**src/rtl/lsu_mem_stage_pkg.sv**
```systemverilog
// Shared definitions for the load/store stage: funct3 width codes, FSM encoding,
// byte-lane strobe masks and access-size helpers.
package lsu_mem_stage_pkg;

   localparam logic [2:0] F3_B  = 3'b000;
   localparam logic [2:0] F3_H  = 3'b001;
   localparam logic [2:0] F3_W  = 3'b010;
   localparam logic [2:0] F3_BU = 3'b100;
   localparam logic [2:0] F3_HU = 3'b101;

   typedef enum logic {
      ST_IDLE = 1'b0,
      ST_BUSY = 1'b1
   } state_t;

   typedef enum logic [1:0] {
      SZ_B = 2'd0,
      SZ_H = 2'd1,
      SZ_W = 2'd2
   } size_t;

   localparam logic [3:0] WSTRB_NONE = 4'b0000;
   localparam logic [3:0] WSTRB_B    = 4'b0001;
   localparam logic [3:0] WSTRB_HLO  = 4'b0011;
   localparam logic [3:0] WSTRB_HHI  = 4'b1100;
   localparam logic [3:0] WSTRB_W    = 4'b1111;

   // Undefined width codes fall through to a full-word access.
   function automatic size_t f3_size(input logic [2:0] f3);
      case (f3)
         F3_B, F3_BU: f3_size = SZ_B;
         F3_H, F3_HU: f3_size = SZ_H;
         default:     f3_size = SZ_W;
      endcase
   endfunction

   function automatic logic is_misaligned(input logic [2:0] f3, input logic [1:0] off);
      case (f3_size(f3))
         SZ_H:    is_misaligned = off[0];
         SZ_W:    is_misaligned = (off != 2'b00);
         default: is_misaligned = 1'b0;
      endcase
   endfunction

endpackage

```
**src/rtl/lsu_mem_stage_align.sv**
```systemverilog
// Combinational lane logic: store data replication / strobe generation and
// load byte/half extraction with sign or zero extension.
module lsu_mem_stage_align
   import lsu_mem_stage_pkg::*;
(
   input  logic [2:0]  i_st_f3,
   input  logic [1:0]  i_st_off,
   input  logic [31:0] i_st_data,
   output logic [31:0] o_st_wdata,
   output logic [3:0]  o_st_wstrb,
   input  logic [2:0]  i_ld_f3,
   input  logic [1:0]  i_ld_off,
   input  logic [31:0] i_ld_rdata,
   output logic [31:0] o_ld_data
);

   logic [7:0]  w_byte;
   logic [15:0] w_half;
   logic        w_sext;

   assign w_byte = i_ld_rdata[{i_ld_off, 3'b000} +: 8];
   assign w_half = i_ld_off[1] ? i_ld_rdata[31:16] : i_ld_rdata[15:0];
   // BU/HU have funct3[2] set; B/H sign-extend.
   assign w_sext = ~i_ld_f3[2];

   always_comb begin
      o_st_wdata = i_st_data;
      o_st_wstrb = WSTRB_W;
      case (f3_size(i_st_f3))
         SZ_B: begin
            o_st_wdata = {4{i_st_data[7:0]}};
            o_st_wstrb = WSTRB_B << i_st_off;
         end
         SZ_H: begin
            o_st_wdata = {2{i_st_data[15:0]}};
            o_st_wstrb = i_st_off[1] ? WSTRB_HHI : WSTRB_HLO;
         end
         default: ;
      endcase
   end

   always_comb begin
      o_ld_data = i_ld_rdata;
      case (f3_size(i_ld_f3))
         SZ_B:    o_ld_data = {{24{w_sext & w_byte[7]}}, w_byte};
         SZ_H:    o_ld_data = {{16{w_sext & w_half[15]}}, w_half};
         default: ;
      endcase
   end

endmodule

```
**src/rtl/lsu_mem_stage.sv**
```systemverilog
// Load/store stage after the ALU: issues one req/ack data-memory transaction per
// aligned memory op and returns a single registered write-back beat per accepted op.
module lsu_mem_stage
   import lsu_mem_stage_pkg::*;
#(
   parameter int TIMEOUT = 255,
   parameter int CW      = 8
) (
   input  logic        clk,
   input  logic        rstn,
   input  logic        ex_valid,
   output logic        ex_ready,
   input  logic [31:0] alu_result,
   input  logic [31:0] store_data,
   input  logic [2:0]  funct3,
   input  logic        mem_read,
   input  logic        mem_write,
   input  logic [4:0]  rd_in,
   output logic        dm_req,
   output logic        dm_we,
   output logic [31:0] dm_addr,
   output logic [31:0] dm_wdata,
   output logic [3:0]  dm_wstrb,
   input  logic [31:0] dm_rdata,
   input  logic        dm_ack,
   output logic        wb_valid,
   output logic [31:0] wb_data,
   output logic [4:0]  wb_rd,
   output logic        misalign,
   output logic        bus_err,
   output state_t      dbg_state
);

   // EX handshake: an op transfers on a cycle where ex_valid and ex_ready are both 1;
   // ex_ready is 1 only in IDLE, so EX must hold its op steady while ex_ready is 0.
   // The memory side holds dm_req and all dm_* stable until dm_ack is seen.

   state_t        r_state, w_state_nxt;
   logic          r_dm_req, w_dm_req_nxt;
   logic          r_dm_we, w_dm_we_nxt;
   logic [31:0]   r_dm_addr, w_dm_addr_nxt;
   logic [31:0]   r_dm_wdata, w_dm_wdata_nxt;
   logic [3:0]    r_dm_wstrb, w_dm_wstrb_nxt;
   logic          r_wb_valid, w_wb_valid_nxt;
   logic [31:0]   r_wb_data, w_wb_data_nxt;
   logic [4:0]    r_wb_rd, w_wb_rd_nxt;
   logic          r_misalign, w_misalign_nxt;
   logic          r_bus_err, w_bus_err_nxt;
   logic [CW-1:0] r_cnt, w_cnt_nxt;
   logic [2:0]    r_f3, w_f3_nxt;
   logic [1:0]    r_off, w_off_nxt;
   logic [4:0]    r_rd, w_rd_nxt;

   logic          w_accept;
   logic          w_is_mem;
   logic          w_is_store;
   logic          w_misal;
   logic [31:0]   w_st_wdata;
   logic [3:0]    w_st_wstrb;
   logic [31:0]   w_ld_data;

   assign ex_ready   = (r_state == ST_IDLE);
   assign w_accept   = ex_valid & ex_ready;
   assign w_is_mem   = mem_read | mem_write;
   // A read-and-write op is treated as a load.
   assign w_is_store = mem_write & ~mem_read;
   assign w_misal    = is_misaligned(funct3, alu_result[1:0]);

   lsu_mem_stage_align u_align (
      .i_st_f3    (funct3),
      .i_st_off   (alu_result[1:0]),
      .i_st_data  (store_data),
      .o_st_wdata (w_st_wdata),
      .o_st_wstrb (w_st_wstrb),
      .i_ld_f3    (r_f3),
      .i_ld_off   (r_off),
      .i_ld_rdata (dm_rdata),
      .o_ld_data  (w_ld_data)
   );

   always_comb begin
      w_state_nxt    = r_state;
      w_dm_req_nxt   = r_dm_req;
      w_dm_we_nxt    = r_dm_we;
      w_dm_addr_nxt  = r_dm_addr;
      w_dm_wdata_nxt = r_dm_wdata;
      w_dm_wstrb_nxt = r_dm_wstrb;
      w_wb_valid_nxt = 1'b0;
      w_wb_data_nxt  = r_wb_data;
      w_wb_rd_nxt    = r_wb_rd;
      w_misalign_nxt = 1'b0;
      w_bus_err_nxt  = 1'b0;
      w_cnt_nxt      = r_cnt;
      w_f3_nxt       = r_f3;
      w_off_nxt      = r_off;
      w_rd_nxt       = r_rd;
      case (r_state)
         ST_IDLE: begin
            if (w_accept) begin
               if (!w_is_mem) begin
                  w_wb_valid_nxt = 1'b1;
                  w_wb_data_nxt  = alu_result;
                  w_wb_rd_nxt    = rd_in;
               end else if (w_misal) begin
                  w_wb_valid_nxt = 1'b1;
                  w_misalign_nxt = 1'b1;
                  w_wb_data_nxt  = 32'h0;
                  w_wb_rd_nxt    = 5'd0;
               end else begin
                  w_state_nxt    = ST_BUSY;
                  w_dm_req_nxt   = 1'b1;
                  w_dm_we_nxt    = w_is_store;
                  w_dm_addr_nxt  = {alu_result[31:2], 2'b00};
                  w_dm_wdata_nxt = w_is_store ? w_st_wdata : 32'h0;
                  w_dm_wstrb_nxt = w_is_store ? w_st_wstrb : WSTRB_NONE;
                  w_cnt_nxt      = '0;
                  w_f3_nxt       = funct3;
                  w_off_nxt      = alu_result[1:0];
                  w_rd_nxt       = rd_in;
               end
            end
         end
         ST_BUSY: begin
            // An ack arriving in the final timeout cycle still completes normally.
            if (dm_ack) begin
               w_state_nxt    = ST_IDLE;
               w_dm_req_nxt   = 1'b0;
               w_dm_we_nxt    = 1'b0;
               w_dm_wstrb_nxt = WSTRB_NONE;
               w_wb_valid_nxt = 1'b1;
               w_wb_data_nxt  = r_dm_we ? 32'h0 : w_ld_data;
               w_wb_rd_nxt    = r_dm_we ? 5'd0 : r_rd;
            end else if (r_cnt == CW'(TIMEOUT)) begin
               w_state_nxt    = ST_IDLE;
               w_dm_req_nxt   = 1'b0;
               w_dm_we_nxt    = 1'b0;
               w_dm_wstrb_nxt = WSTRB_NONE;
               w_wb_valid_nxt = 1'b1;
               w_bus_err_nxt  = 1'b1;
               w_wb_data_nxt  = 32'h0;
               w_wb_rd_nxt    = 5'd0;
            end else begin
               w_cnt_nxt = r_cnt + CW'(1);
            end
         end
         default: w_state_nxt = ST_IDLE;
      endcase
   end

   always_ff @(posedge clk or negedge rstn) begin
      if (!rstn) begin
         r_state    <= ST_IDLE;
         r_dm_req   <= 1'b0;
         r_dm_we    <= 1'b0;
         r_dm_addr  <= 32'h0;
         r_dm_wdata <= 32'h0;
         r_dm_wstrb <= WSTRB_NONE;
         r_wb_valid <= 1'b0;
         r_wb_data  <= 32'h0;
         r_wb_rd    <= 5'd0;
         r_misalign <= 1'b0;
         r_bus_err  <= 1'b0;
         r_cnt      <= '0;
         r_f3       <= 3'b000;
         r_off      <= 2'b00;
         r_rd       <= 5'd0;
      end else begin
         r_state    <= w_state_nxt;
         r_dm_req   <= w_dm_req_nxt;
         r_dm_we    <= w_dm_we_nxt;
         r_dm_addr  <= w_dm_addr_nxt;
         r_dm_wdata <= w_dm_wdata_nxt;
         r_dm_wstrb <= w_dm_wstrb_nxt;
         r_wb_valid <= w_wb_valid_nxt;
         r_wb_data  <= w_wb_data_nxt;
         r_wb_rd    <= w_wb_rd_nxt;
         r_misalign <= w_misalign_nxt;
         r_bus_err  <= w_bus_err_nxt;
         r_cnt      <= w_cnt_nxt;
         r_f3       <= w_f3_nxt;
         r_off      <= w_off_nxt;
         r_rd       <= w_rd_nxt;
      end
   end

   assign dm_req    = r_dm_req;
   assign dm_we     = r_dm_we;
   assign dm_addr   = r_dm_addr;
   assign dm_wdata  = r_dm_wdata;
   assign dm_wstrb  = r_dm_wstrb;
   assign wb_valid  = r_wb_valid;
   assign wb_data   = r_wb_data;
   assign wb_rd     = r_wb_rd;
   assign misalign  = r_misalign;
   assign bus_err   = r_bus_err;
   assign dbg_state = r_state;

endmodule

```
**config.mk**
```make
export PLATFORM = sky130hd
export DESIGN_NAME = lsu_mem_stage
export DESIGN_NICKNAME = d
export VERILOG_FILES = /design/src/rtl/lsu_mem_stage_pkg.sv /design/src/rtl/lsu_mem_stage_align.sv /design/src/rtl/lsu_mem_stage.sv
export SDC_FILE = /design/constraint.sdc
export NUM_CORES = 1
export LEC_CHECK = 0
export BUFFER_PORTS_ARGS = -buffer_cell sky130_fd_sc_hd__buf_4
export CAP_MARGIN = 20
export CORE_MARGIN = 5
export CORE_UTILIZATION = 35
export CTS_CLUSTER_SIZE = 24
export DETAILED_ROUTE_END_ITERATION = 16
export PLACE_DENSITY = 0.63
export SETUP_SLACK_MARGIN = 0.2
export SLEW_MARGIN = 30
export SYNTH_ARGS = -nofsm -noshare
export SYNTH_HDL_FRONTEND = slang
export SYNTH_SLANG_ARGS = --single-unit
```
**constraint.sdc**
```tcl
create_clock -name clk -period 4.8 [get_ports clk]
set_input_delay 0.72 -clock clk [delete_from_list [all_inputs] [get_ports clk]]
set_output_delay 0.72 -clock clk [all_outputs]
set_load 0.1 [all_outputs]
```
Word level (Yosys, flattened, before mapping)
Index checks and enable logic that the tools add are counted.
{"block": "totals", "input_bits": 110, "register_bits": 127, "out_inout_bits": 112}
{"block": "op_classes", "n_bitwise": 9, "muxes": 63, "eq_ne": 17, "n_shift": 2, "n_reduce_logical": 13, "n_addsub": 1}
{"op": "$mux 32", "n": 7}
{"op": "$pmux 32 s2", "n": 3}
{"op": "$mux 8", "n": 5}
{"op": "$shiftx 32x6->8", "n": 1}
{"op": "$mux 5", "n": 6}
{"op": "$mux 4", "n": 7}
{"op": "$mux 1", "n": 23}
{"op": "$mux 16", "n": 1}
{"op": "$pmux 4 s2", "n": 2}
{"op": "$pmux 8 s2", "n": 1}
{"op": "$eq 3x3->1 const B", "n": 4}
{"op": "$pmux 1 s2", "n": 5}
{"op": "$pmux 5 s2", "n": 1}
{"op": "$add 8x1->8 const B", "n": 1}
{"op": "$eq 8x8->1 const B", "n": 1}
{"op": "$pmux 2 s2", "n": 2}
{"op": "$reduce_and 4->1", "n": 2}
{"op": "$reduce_or 2->1", "n": 4}
{"op": "$eq 3x1->1 const B", "n": 2}
{"op": "$logic_not 3->1", "n": 2}
{"op": "$ne 2x2->1 const B", "n": 3}
{"op": "$ne 3x2->1 const B", "n": 2}
{"op": "$reduce_and 5->1", "n": 1}
{"op": "$and 1x1->1", "n": 4}
{"op": "other kinds (9)", "n": 15}

Logic depth before layout (Yosys ltp)
{"block": "logic_depth", "word_depth": 10, "depth_mapped": 8}

By module
Synthesis repeated with hierarchy kept, for this count alone.
{"block": "hier_totals", "cells_unflattened": 542, "area_unflattened_um2": 6432.4}
{"module": "lsu_mem_stage", "instances": 1, "area_per_inst_um2": 5327.6, "cells_each": 357}
{"module": "lsu_mem_stage_align", "instances": 1, "area_per_inst_um2": 1104.8, "cells_each": 185}

Worst setup path before layout
No wires, ideal clock.
{"block": "synth_timing", "path_type": "flip-flop to output port", "startpoint": "register r_state, in the netlist dbg_state", "endpoint": "output ex_ready", "path_slack_ns": 2.422, "path_stages_with_launch": 3, "n_path_buf": 1, "arrival_ns": 1.658, "cell_sequence": "dfrtp_1 > buf_4 > inv_1"}
{"block": "synth_via", "elab_chain_cells": 1}
{"item": "start, declared", "line": "lsu_mem_stage.sv:38", "text": "state_t r_state, w_state_nxt;"}
{"item": "start signal, assigned", "line": "lsu_mem_stage.sv:168", "text": "r_state <= w_state_nxt;"}
{"item": "$not 1->1 (no source line)"}
{"item": "end, declared", "line": "lsu_mem_stage.sv:12", "text": "output logic ex_ready,"}
Every way passes these cells.

Worst setup path after layout
{"block": "layout_timing", "startpoint": "input funct3[1]", "endpoint": "register r_wb_data[1], in the netlist wb_data[1]"}
{"block": "layout_via", "elab_chain_cells": 7}
{"item": "start, declared", "line": "lsu_mem_stage.sv:15", "text": "input logic [2:0] funct3,"}
{"item": "$eq 3x1->1, or another cell as far along", "line": "lsu_mem_stage_pkg.sv:30", "text": "case (f3)"}
{"item": "$reduce_or 2->1", "line": "lsu_mem_stage_pkg.sv:30"}
{"item": "$pmux 2 s2 *", "line": "lsu_mem_stage_pkg.sv:30"}
{"item": "$eq 2x2->1 / $eq 2x1->1 (equally long branches)", "line": "lsu_mem_stage_pkg.sv:38", "text": "case (f3_size(f3))"}
{"item": "$pmux 1 s2 *", "line": "lsu_mem_stage_pkg.sv:38"}
{"item": "$ne 3x2->1 (no source line) *"}
{"item": "$reduce_and 3->1 (no source line) *"}
{"item": "end signal, assigned", "line": "lsu_mem_stage.sv:175", "text": "r_wb_data <= w_wb_data_nxt;"}
{"item": "end, declared", "line": "lsu_mem_stage.sv:45", "text": "logic [31:0] r_wb_data, w_wb_data_nxt;"}
Mark *: on every way between the ends. The rest lies on a longest branch, timed or not.
A chain may end at the register's enable or synchronous reset.

==> results.cfg <==
[worst_setup_path]
cp.required_ns = 5.07
path_buf_inv = 2
start_kind = primary input
critical_path.cell_chain = buf_4 > nand2_1 > a31oi_4 > nor2_4 > inv_2 > a31oi_1
reg2reg_slack_ns = 2.37
worstPathMaxFanout = 34
cpPeakStageDelay_ns = 0.72
path_delay_family = compound AO/OA/AOI/OAI gates
crit_slowest_cell = a31oi_4
crit_type = primary input to flop
arrival_ns = 2.74
crit_path_end_kind = flop

[sta]
min_period_ns = 2.46
finalHoldViolCount = 0
relSlewSlack = 0.332
fin_setup_tns_ns = 0
setup_viol = 0
maxSlewViolCount = 0
fmax_mhz = 406
skew_ns = 0.00739
rsz0062_at_grt = no
worst_pin_slew_ns = 1.00
whs_ns = 0.373
min_period_over_period = 0.513

[final_layout]
multi_input_area_um2 = 2840
mostFrequentLayoutCells = buf_4, nand2_1, dfrtp_1, o21ai_1, mux2i_1
seqCellArea_um2 = 3180
final_nets = 975
num_antenna_cells = 0
final_common_cell = buf_4
final_area_um2 = 8600
num-fill-cells = 1745
drive_above_1_share = 0.311
syn2layout_area_growth_pct = 36.6

[logic_synthesis]
syn_inst = 669
ys_seq_area_frac = 0.505
synth_warnings = 0
async_flop_share = 1.00
syn_area_um2 = 6290
ys_ff_latch = 127
synth_edf_count = 0
ys.flop_type = dfrtp_1
synth_cell_type_count = 58
syn_avg_cell_area_um2 = 9.41

[clock_tree]
cts_sinks = 127
cts_resized = 0
insertion_delay_ns = 0.42
cts_buffers = 17
cts_tree = done
clockBufferDepth = 2
cts_root_buf = clkbuf_16
h-tree-depth = 4
cts.clk_slew.worst_paths_ns = 0.06
cts_hold_buf = 0
post-cts-setup-buffers = 0

[power_and_ir_drop]
p_per_area_nw_per_um2 = 592
peakVddDrop_v = 0.000455
leakage_nw = 4.13

[floorplan]
coreArea_um2 = 17800
ios = 222
initial_core_util = 0.353
die_x_um = 144
dieArea_um2 = 20800
die_h_um = 144
core.rowCount = 49

[global_routing]
grt_usage = 0.202
grt_pass1_wl_mm = 32.5
antenna_found_initial = 0
grt_max_degree = 93
grt_pass1_vias = 5896
gr-total-overflow = 0

[route]
vias = 5881
dr.pass1.iters = 5
wirelength_mm = 21.4
detail_route.wl_per_cell_um = 19.3
drtIter0Drc = 370
ant_nets = 0
via_per_inst = 5.32
drcViolationCount = 0

[placement]
dpl.hpwl_mm = 15.3
io_buffers = 219
gp_congestion = 0.853
place_area_um2 = 8020

[job]
max_cap_violations = 0

[run_status]
status = finished, final reports clean

[min_path]
hp-class = primary input to asynchronous set/reset pin
-- cells in the mapped netlist, types with 2 or more instances --
library cell | number | share of area
mux2i_1 | 31 | 0.049
mux2_4 | 2 | 0.0048
or3_1 | 2 | 0.0020
a211oi_1 | 8 | 0.0095
xnor2_1 | 2 | 0.0028
nor2_1 | 17 | 0.010
nand2_1 | 163 | 0.097
a31oi_1 | 9 | 0.0089
a22o_1 | 9 | 0.013
o21ba_2 | 2 | 0.0032
a22oi_1 | 5 | 0.0060
a21o_1 | 2 | 0.0024
o21ai_0 | 13 | 0.010
a32oi_1 | 17 | 0.024
and3_1 | 2 | 0.0020
clkbuf_1 | 16 | 0.0095
and4_1 | 2 | 0.0028
nand2b_1 | 20 | 0.020
dfrtp_1 | 127 | 0.50
and2_1 | 2 | 0.0020
o211ai_1 | 3 | 0.0036
buf_2 | 22 | 0.017
a221o_1 | 8 | 0.013
nand4_1 | 4 | 0.0040
o21ai_1 | 37 | 0.029
a21oi_1 | 30 | 0.024
or4_1 | 2 | 0.0024
o221ai_1 | 7 | 0.0097
o22ai_1 | 7 | 0.0070
nor2b_1 | 11 | 0.011
inv_1 | 7 | 0.0042
nor3_1 | 26 | 0.021
buf_4 | 10 | 0.012
nand3b_1 | 2 | 0.0024
nand3_1 | 16 | 0.013
o2bb2ai_1 | 4 | 0.0056
-- power by group --
group	internal [mW]	leakage, nW	switching, mW
registers	1.28	1.63	0.178
clock network	0.738	0.275	0.499
logic	0.513	2.23	1.88
-- worst reg2reg max path, delay by kind of cell (launching register included) --
kind	cells	cell delay [ns]
DFF	1	0.93
muxes	1	0.38
AOI/OAI and AO/OA	3	0.99
-- final cells by class --
class                      count  share of cell area
tap                          229              0.0333
inverter                       8             0.00349
sequential                   127               0.370
multi-input combinational    485               0.331
timing repair buffer         225               0.197
clock buffer                  19              0.0527
clock inverter                13              0.0131
-- final timing paths --
path	startpoint	endpoint	depth (start not counted)
setup / recovery	funct3[1]	wb_data[1]	6
hold / removal	rstn	dm_addr[6]	1
setup reg to reg	r_off[1]	wb_data[31]	4
hold reg to reg	dm_addr[7]	dm_addr[7]	2
max in group asynchronous	rstn	dm_addr[24]	2
min in group clk	dm_addr[7]	dm_addr[7]	2
-- cell families (layout without fill, tap and decap cells) --
group / Yosys count / count (layout) / share of synthesized area
other cells: 1 / 2 / 0.000596
buf+inv: 58 / 265 / 0.0463
mux: 33 / 33 / 0.0541
compound gates: 170 / 170 / 0.184
xor+xnor: 2 / 2 / 0.00278
fa+ha+maj: 1 / 1 / 0.00199
flops: 127 / 127 / 0.505
simple gates: 277 / 277 / 0.206
-- routing by layer --
layer / vias up / routed length (um) / GRT usage
li1: 2776 / - / -
met1: 2821 / 9050 / 0.263
met2: 261 / 9750 / 0.320
met3: 23 / 2310 / 0.0747
met4: 0 / 270 / 0.0510
met5: - / 0 / 0
-- state kept, by name (all words and copies together) (netlist names) --
register and cells:
dm_wstrb 4, r_cnt 8, r_f3 3, r_rd 5, dm_wdata 32, dbg_state 1, dm_req 1, r_off 2
wb_data 32, dm_addr 30, dm_we 1, bus_err 1, wb_rd 5, wb_valid 1, misalign 1
-- stage by stage --
step                total power, mW  setup WS (ns)   util  instances
CTS                            5.12           2.25  0.481       1106
global placement               3.86           1.94  0.449       1074
detailed placement             3.87           1.91  0.450       1074
global route                   5.29           2.18  0.482       1106
floorplan                      3.29           2.42      -        670
finish                         5.09           2.34  0.482       1106
Note: power is estimated with default switching activity, not from simulation.
